## config.mk

```make
export PLATFORM = sky130hd
export DESIGN_NAME = apb_master_flat
export DESIGN_NICKNAME = d
export VERILOG_FILES = /design/src/rtl/apb_master_if.sv /design/src/rtl/apb_master.sv /design/src/flat_wrapper.sv
export SDC_FILE = /design/constraint.sdc
export NUM_CORES = 1
export LEC_CHECK = 0
export ABC_AREA = 1
export BUFFER_PORTS_ARGS = -buffer_cell sky130_fd_sc_hd__buf_2
export CELL_PAD_IN_SITES_DETAIL_PLACEMENT = 0
export CELL_PAD_IN_SITES_GLOBAL_PLACEMENT = 2
export CORE_MARGIN = 5
export CORE_UTILIZATION = 25
export CTS_CLUSTER_DIAMETER = 150
export CTS_CLUSTER_SIZE = 20
export DETAILED_ROUTE_END_ITERATION = 8
export GPL_ROUTABILITY_DRIVEN = 0
export PLACE_DENSITY = 0.78
export SLEW_MARGIN = 30
export SYNTH_ARGS = -nofsm -noshare
export SYNTH_HDL_FRONTEND = slang
export SYNTH_SLANG_ARGS = --single-unit
```

## constraint.sdc

```tcl
create_clock -name pclk -period 4 [get_ports pclk]
set_input_delay 0.2 -clock pclk [delete_from_list [all_inputs] [get_ports pclk]]
set_output_delay 0.2 -clock pclk [all_outputs]
set_load 0.03 [all_outputs]
```

## src/rtl/apb_master_if.sv

```systemverilog
// APB master bus bundle: command/response handshake plus APB pins.
// master modport is the bridge's view; slave is the requester/peripheral side.
interface apb_master_if #(
   parameter int ADDR_W = 32,
   parameter int DATA_W = 32
);
   logic              cmd_valid;
   logic              cmd_ready;
   logic              cmd_write;
   logic [ADDR_W-1:0] cmd_addr;
   logic [DATA_W-1:0] cmd_wdata;
   logic              rsp_valid;
   logic [DATA_W-1:0] rsp_rdata;
   logic              rsp_slverr;
   logic              psel;
   logic              pen;
   logic              pwrite;
   logic [ADDR_W-1:0] paddr;
   logic [DATA_W-1:0] pwdata;
   logic              pready;
   logic [DATA_W-1:0] prdata;
   logic              pslverr;

   modport master (
      input  cmd_valid, cmd_write, cmd_addr, cmd_wdata,
      input  pready, prdata, pslverr,
      output cmd_ready, rsp_valid, rsp_rdata, rsp_slverr,
      output psel, pen, pwrite, paddr, pwdata
   );

   modport slave (
      output cmd_valid, cmd_write, cmd_addr, cmd_wdata,
      output pready, prdata, pslverr,
      input  cmd_ready, rsp_valid, rsp_rdata, rsp_slverr,
      input  psel, pen, pwrite, paddr, pwdata
   );
endinterface

```

## src/rtl/apb_master.sv

```systemverilog
// Command-to-APB bridge: IDLE/SETUP/ACCESS with fully registered outputs.
// Optional ACCESS watchdog enabled by defining APB_MASTER_TIMEOUT_EN.
module apb_master #(
   parameter int ADDR_W         = 32,
   parameter int DATA_W         = 32,
   parameter int TIMEOUT_CYCLES = 16
) (
   input logic        pclk,
   input logic        prst,
   apb_master_if.master bus
);

   typedef enum logic [1:0] {
      IDLE,
      SETUP,
      ACCESS
   } state_t;

   state_t state;

`ifdef APB_MASTER_TIMEOUT_EN
   localparam int CNT_W = $clog2(TIMEOUT_CYCLES + 1);
   logic [CNT_W-1:0] cnt;
`endif

   // Transfer sequencer; every bus and response output is a register here.
   always_ff @(posedge pclk or posedge prst) begin
      if (prst) begin
         state          <= IDLE;
         bus.cmd_ready  <= 1'b1;
         bus.psel       <= 1'b0;
         bus.pen        <= 1'b0;
         bus.pwrite     <= 1'b0;
         bus.paddr      <= '0;
         bus.pwdata     <= '0;
         bus.rsp_valid  <= 1'b0;
         bus.rsp_rdata  <= '0;
         bus.rsp_slverr <= 1'b0;
`ifdef APB_MASTER_TIMEOUT_EN
         cnt            <= '0;
`endif
      end else begin
         bus.rsp_valid <= 1'b0;
         unique case (state)
            IDLE: begin
               if (bus.cmd_valid) begin
                  state         <= SETUP;
                  bus.cmd_ready <= 1'b0;
                  bus.psel      <= 1'b1;
                  bus.pen       <= 1'b0;
                  bus.pwrite    <= bus.cmd_write;
                  bus.paddr     <= bus.cmd_addr;
                  bus.pwdata    <= bus.cmd_write ? bus.cmd_wdata
                                                 : {DATA_W{1'b0}};
`ifdef APB_MASTER_TIMEOUT_EN
                  cnt           <= '0;
`endif
               end
            end
            SETUP: begin
               state   <= ACCESS;
               bus.pen <= 1'b1;
            end
            ACCESS: begin
               if (bus.pready) begin
                  state          <= IDLE;
                  bus.psel       <= 1'b0;
                  bus.pen        <= 1'b0;
                  bus.cmd_ready  <= 1'b1;
                  bus.rsp_valid  <= 1'b1;
                  bus.rsp_rdata  <= bus.pwrite ? {DATA_W{1'b0}}
                                               : bus.prdata;
                  bus.rsp_slverr <= bus.pslverr;
               end
`ifdef APB_MASTER_TIMEOUT_EN
               else if (cnt == CNT_W'(TIMEOUT_CYCLES)) begin
                  state          <= IDLE;
                  bus.psel       <= 1'b0;
                  bus.pen        <= 1'b0;
                  bus.cmd_ready  <= 1'b1;
                  bus.rsp_valid  <= 1'b1;
                  bus.rsp_rdata  <= '0;
                  bus.rsp_slverr <= 1'b1;
               end else begin
                  cnt <= cnt + 1'b1;
               end
`endif
            end
            default: begin
               state <= IDLE;
            end
         endcase
      end
   end

endmodule
```

## src/flat_wrapper.sv

```systemverilog
// flat-port wrapper written by rule: the top's interface ports become plain ports
module apb_master_flat 
#(
   parameter int ADDR_W         = 32,
   parameter int DATA_W         = 32,
   parameter int TIMEOUT_CYCLES = 16
)
  (pclk, prst, bus_cmd_valid, bus_cmd_write, bus_cmd_addr, bus_cmd_wdata, bus_pready, bus_prdata, bus_pslverr, bus_cmd_ready, bus_rsp_valid, bus_rsp_rdata, bus_rsp_slverr, bus_psel, bus_pen, bus_pwrite, bus_paddr, bus_pwdata);
  apb_master_if #(.ADDR_W(ADDR_W), .DATA_W(DATA_W)) bus_i ();
  input logic pclk;
  input logic prst;
  input wire logic [$bits(bus_i.cmd_valid)-1:0] bus_cmd_valid;
  input wire logic [$bits(bus_i.cmd_write)-1:0] bus_cmd_write;
  input wire logic [$bits(bus_i.cmd_addr)-1:0] bus_cmd_addr;
  input wire logic [$bits(bus_i.cmd_wdata)-1:0] bus_cmd_wdata;
  input wire logic [$bits(bus_i.pready)-1:0] bus_pready;
  input wire logic [$bits(bus_i.prdata)-1:0] bus_prdata;
  input wire logic [$bits(bus_i.pslverr)-1:0] bus_pslverr;
  output wire logic [$bits(bus_i.cmd_ready)-1:0] bus_cmd_ready;
  output wire logic [$bits(bus_i.rsp_valid)-1:0] bus_rsp_valid;
  output wire logic [$bits(bus_i.rsp_rdata)-1:0] bus_rsp_rdata;
  output wire logic [$bits(bus_i.rsp_slverr)-1:0] bus_rsp_slverr;
  output wire logic [$bits(bus_i.psel)-1:0] bus_psel;
  output wire logic [$bits(bus_i.pen)-1:0] bus_pen;
  output wire logic [$bits(bus_i.pwrite)-1:0] bus_pwrite;
  output wire logic [$bits(bus_i.paddr)-1:0] bus_paddr;
  output wire logic [$bits(bus_i.pwdata)-1:0] bus_pwdata;
  assign bus_i.cmd_valid = bus_cmd_valid;
  assign bus_i.cmd_write = bus_cmd_write;
  assign bus_i.cmd_addr = bus_cmd_addr;
  assign bus_i.cmd_wdata = bus_cmd_wdata;
  assign bus_i.pready = bus_pready;
  assign bus_i.prdata = bus_prdata;
  assign bus_i.pslverr = bus_pslverr;
  assign bus_cmd_ready = bus_i.cmd_ready;
  assign bus_rsp_valid = bus_i.rsp_valid;
  assign bus_rsp_rdata = bus_i.rsp_rdata;
  assign bus_rsp_slverr = bus_i.rsp_slverr;
  assign bus_psel = bus_i.psel;
  assign bus_pen = bus_i.pen;
  assign bus_pwrite = bus_i.pwrite;
  assign bus_paddr = bus_i.paddr;
  assign bus_pwdata = bus_i.pwdata;
  apb_master #(.ADDR_W(ADDR_W), .DATA_W(DATA_W), .TIMEOUT_CYCLES(TIMEOUT_CYCLES)) u_core (.pclk(pclk), .prst(prst), .bus(bus_i));
endmodule
```

==> reports/metrics.cfg <==
[worst_setup_path]
cp_max_fo=66
critPathKind=flop to flop
worstRegToRegCells=6
cp-start-kind=flop
r2r-start=u_core.state[0]$_DFFE_PP0P_
r2r_end=u_core.bus.paddr[12]$_DFFE_PP0P_
critPathRequiredTime_ns=4.24
reg2reg_slack_ns=1.60
end_kind=flop
startpoint=u_core.state[0]$_DFFE_PP0P_
worstPathArrival_ns=2.64
crit_end=u_core.bus.paddr[12]$_DFFE_PP0P_

[sta]
setup_ws_ns=1.60
period_needed_ns=2.40
setup_viol=0
setup-tns-final_ns=0
hold_ws_ns=0.0843
worstMarginPinSlew_ns=0.777
fmax_mhz=417
hold_viol=0
rsz0062_at_grt=false
period_share=0.600
timing.slew.headroom=0.481
finClkSkew_ns=0.00611
drv_slew=0

[clocking]
cts.path.max_buffers=2
clkSlewWorstSetupHoldPaths_ns=0.07
h-tree-depth=3
clkSinkCount=104
insertion_delay_ns=0.35
numCtsBuffers=9
cts-root-buf=clkbuf_16
cts.repair.resized=0
postCtsSetupRepairBufs=0
cts_tree=built

[floorplan]
die_h_um=146
fp-row-count=49
dieArea_um2=21400
initial_core_util=0.256
io_pins=204
core_um2=18100
dieWidth_um=146

[global_route]
met1_usage=0.169
grt_pass1_vias=4515
grt-busiest-layer=met2
grtUsageTotal=0.133
grt_start_max_net_pins=67
antenna_found_initial=1
use_met3=0.0477
grt_overflow=0
grt_pass1_wl_um=23400
grt_use_met2=0.213

[placed_design]
place_inst=983
hpwl_um=9880
pre_cts_slack_ns=1.56
io_buffers=203

[synth]
synth_top_area_frac=0.556
synth_edf_count=0
synth_cells=584
ys_ff_latch=104
yosysTopAreaCell=dfrtp_1
ys_seq_area_frac=0.562
yosysMostFrequentCell=nand2_1
synth_common_cells=nand2_1, dfrtp_1, nand3_1
async_flop_share=1.00
synth_fp_nets=686
synthesis.area_um2=4640
synth_ff_type=dfrtp_1
avgSynthCellArea_um2=7.94
synth_area_leaders=dfrtp_1, nand2_1, nand3_1, inv_1, nor2_1
ys.warnings.count=0
yosysUniqueCellTypes=18

[min_path]
hold_start=bus_cmd_addr[15]
min_path_type=input port to flop
whs_path_depth=3

[layout]
multi_input_area_um2=1550
seq_area_um2=2600
antennaDiodeCount=0
layoutNonFillerInstCount=1000
area_growth_pct=31.0
nets=868
drive_gt1_frac=0.300
nFillCells=1964

[route]
drt_first_pass_iters=4
wire_per_inst_um=14.2
routed_wl_um=14200
drc=0
drt_iter0_markers=249
drt-vias-per-instance=4.28
ant_nets=0
dr_total_vias=4280

[power_and_ir_drop]
powerDensity_nw_per_um2=860
leakagePower_uw=0.00382
finalPower_uw=5230
peakVddDrop_v=0.000280

[job]
maxCapViolations=0

[run_status]
outcome=complete, no violations

-- cells by family after synthesis --
kind of cell / after synthesis / synth area share
buffers and inverters: 108 / 0.105
flip-flops: 104 / 0.562
AND/OR/NAND/NOR: 370 / 0.332
AO/OA/AOI/OAI: 2 / 0.00216
-- sequential cells by signal (all words and copies together) (netlist names) --
| name | flops |
|---|---|
| u_core.bus.rsp_rdata | 32 |
| u_core.bus.cmd_ready | 1 |
| u_core.bus.pen | 1 |
| u_core.state | 2 |
| u_core.bus.rsp_slverr | 1 |
| u_core.bus.psel | 1 |
| u_core.bus.pwdata | 32 |
| u_core.bus.paddr | 32 |
| u_core.bus.pwrite | 1 |
| u_core.bus.rsp_valid | 1 |
-- per-stage QoR --
step | util | instance area, um2
2_1_floorplan | - | 4640
3_3_place_gp | 0.319 | 5770
3_5_place_dp | 0.319 | 5770
4_1_cts | 0.336 | 6070
5_1_grt | 0.336 | 6070
6_report | 0.336 | 6070
-- cell usage in the layout (no fill, tap or decap) --
cell	netlist	routed
nand2_1	235	235
clkinvlp_4	0	1
a21oi_1	1	1
clkbuf_8	0	1
nand3_4	1	1
nand2_2	1	1
clkbuf_1	6	1
inv_2	1	1
dfstp_2	1	1
clkbuf_16	0	9
inv_6	0	1
nand3_1	98	98
clkinv_2	0	2
inv_1	68	67
buf_4	12	6
nor2_4	1	2
dlygate4sd3_1	0	1
bufinv_16	0	1
buf_2	16	203
nor2_1	33	33
inv_4	0	1
dfrtp_1	103	103
o21ai_0	1	1
-- per-layer routing --
| layer | up-vias | part of all wire |
|---|---|---|
| li1 | 2126 | - |
| met3 | 14 | 0.088 |
| met1 | 1990 | 0.45 |
| met5 | - | 0.00091 |
| met4 | 2 | 0.011 |
| met2 | 148 | 0.45 |
-- worst min path at each step --
stage                                                   end  slack [ns]
final                      u_core.bus.paddr[15]$_DFFE_PP0P_        0.08
after detailed placement    u_core.bus.paddr[3]$_DFFE_PP0P_        0.33
after global routing        u_core.bus.paddr[0]$_DFFE_PP0P_        0.07
after floorplan           u_core.bus.rsp_slverr$_DFFE_PP0P_        0.34
after global placement      u_core.bus.paddr[3]$_DFFE_PP0P_        0.32
after CTS                  u_core.bus.paddr[29]$_DFFE_PP0P_        0.07
-- area by class of cell --
| class | instances | area share |
|---|---|---|
| clock buffers | 11 | 0.0400 |
| repair buffers | 210 | 0.176 |
| well taps | 229 | 0.0472 |
| flip-flops and latches | 104 | 0.429 |
| multi-input cells | 372 | 0.256 |
| clock inverters | 5 | 0.00927 |
| inverters | 69 | 0.0430 |
-- what timing repair did --
action / 4_1_cts / 5_1_grt
hold buffers: 1 / 0
endpoints found under the setup margin: 0 / 0
endpoints found under the hold margin: 45 / 0
-- report_power, final --
part,switching [uW],leakage [uW],internal (uW)
Combinational,1840,0.00235,649
Clock,397,0.000146,503
Sequential,296,0.00132,1530
-- worst max-delay path, stage by stage (launching register included) --
cell and delay, ns:
dfrtp_1 0.47, nor2_4 0.13, buf_4 0.53, nand2_2 0.45, buf_4 0.42, nand2_1 0.13, nand2_1 0.05
Power figures use the tool's default switching activity.
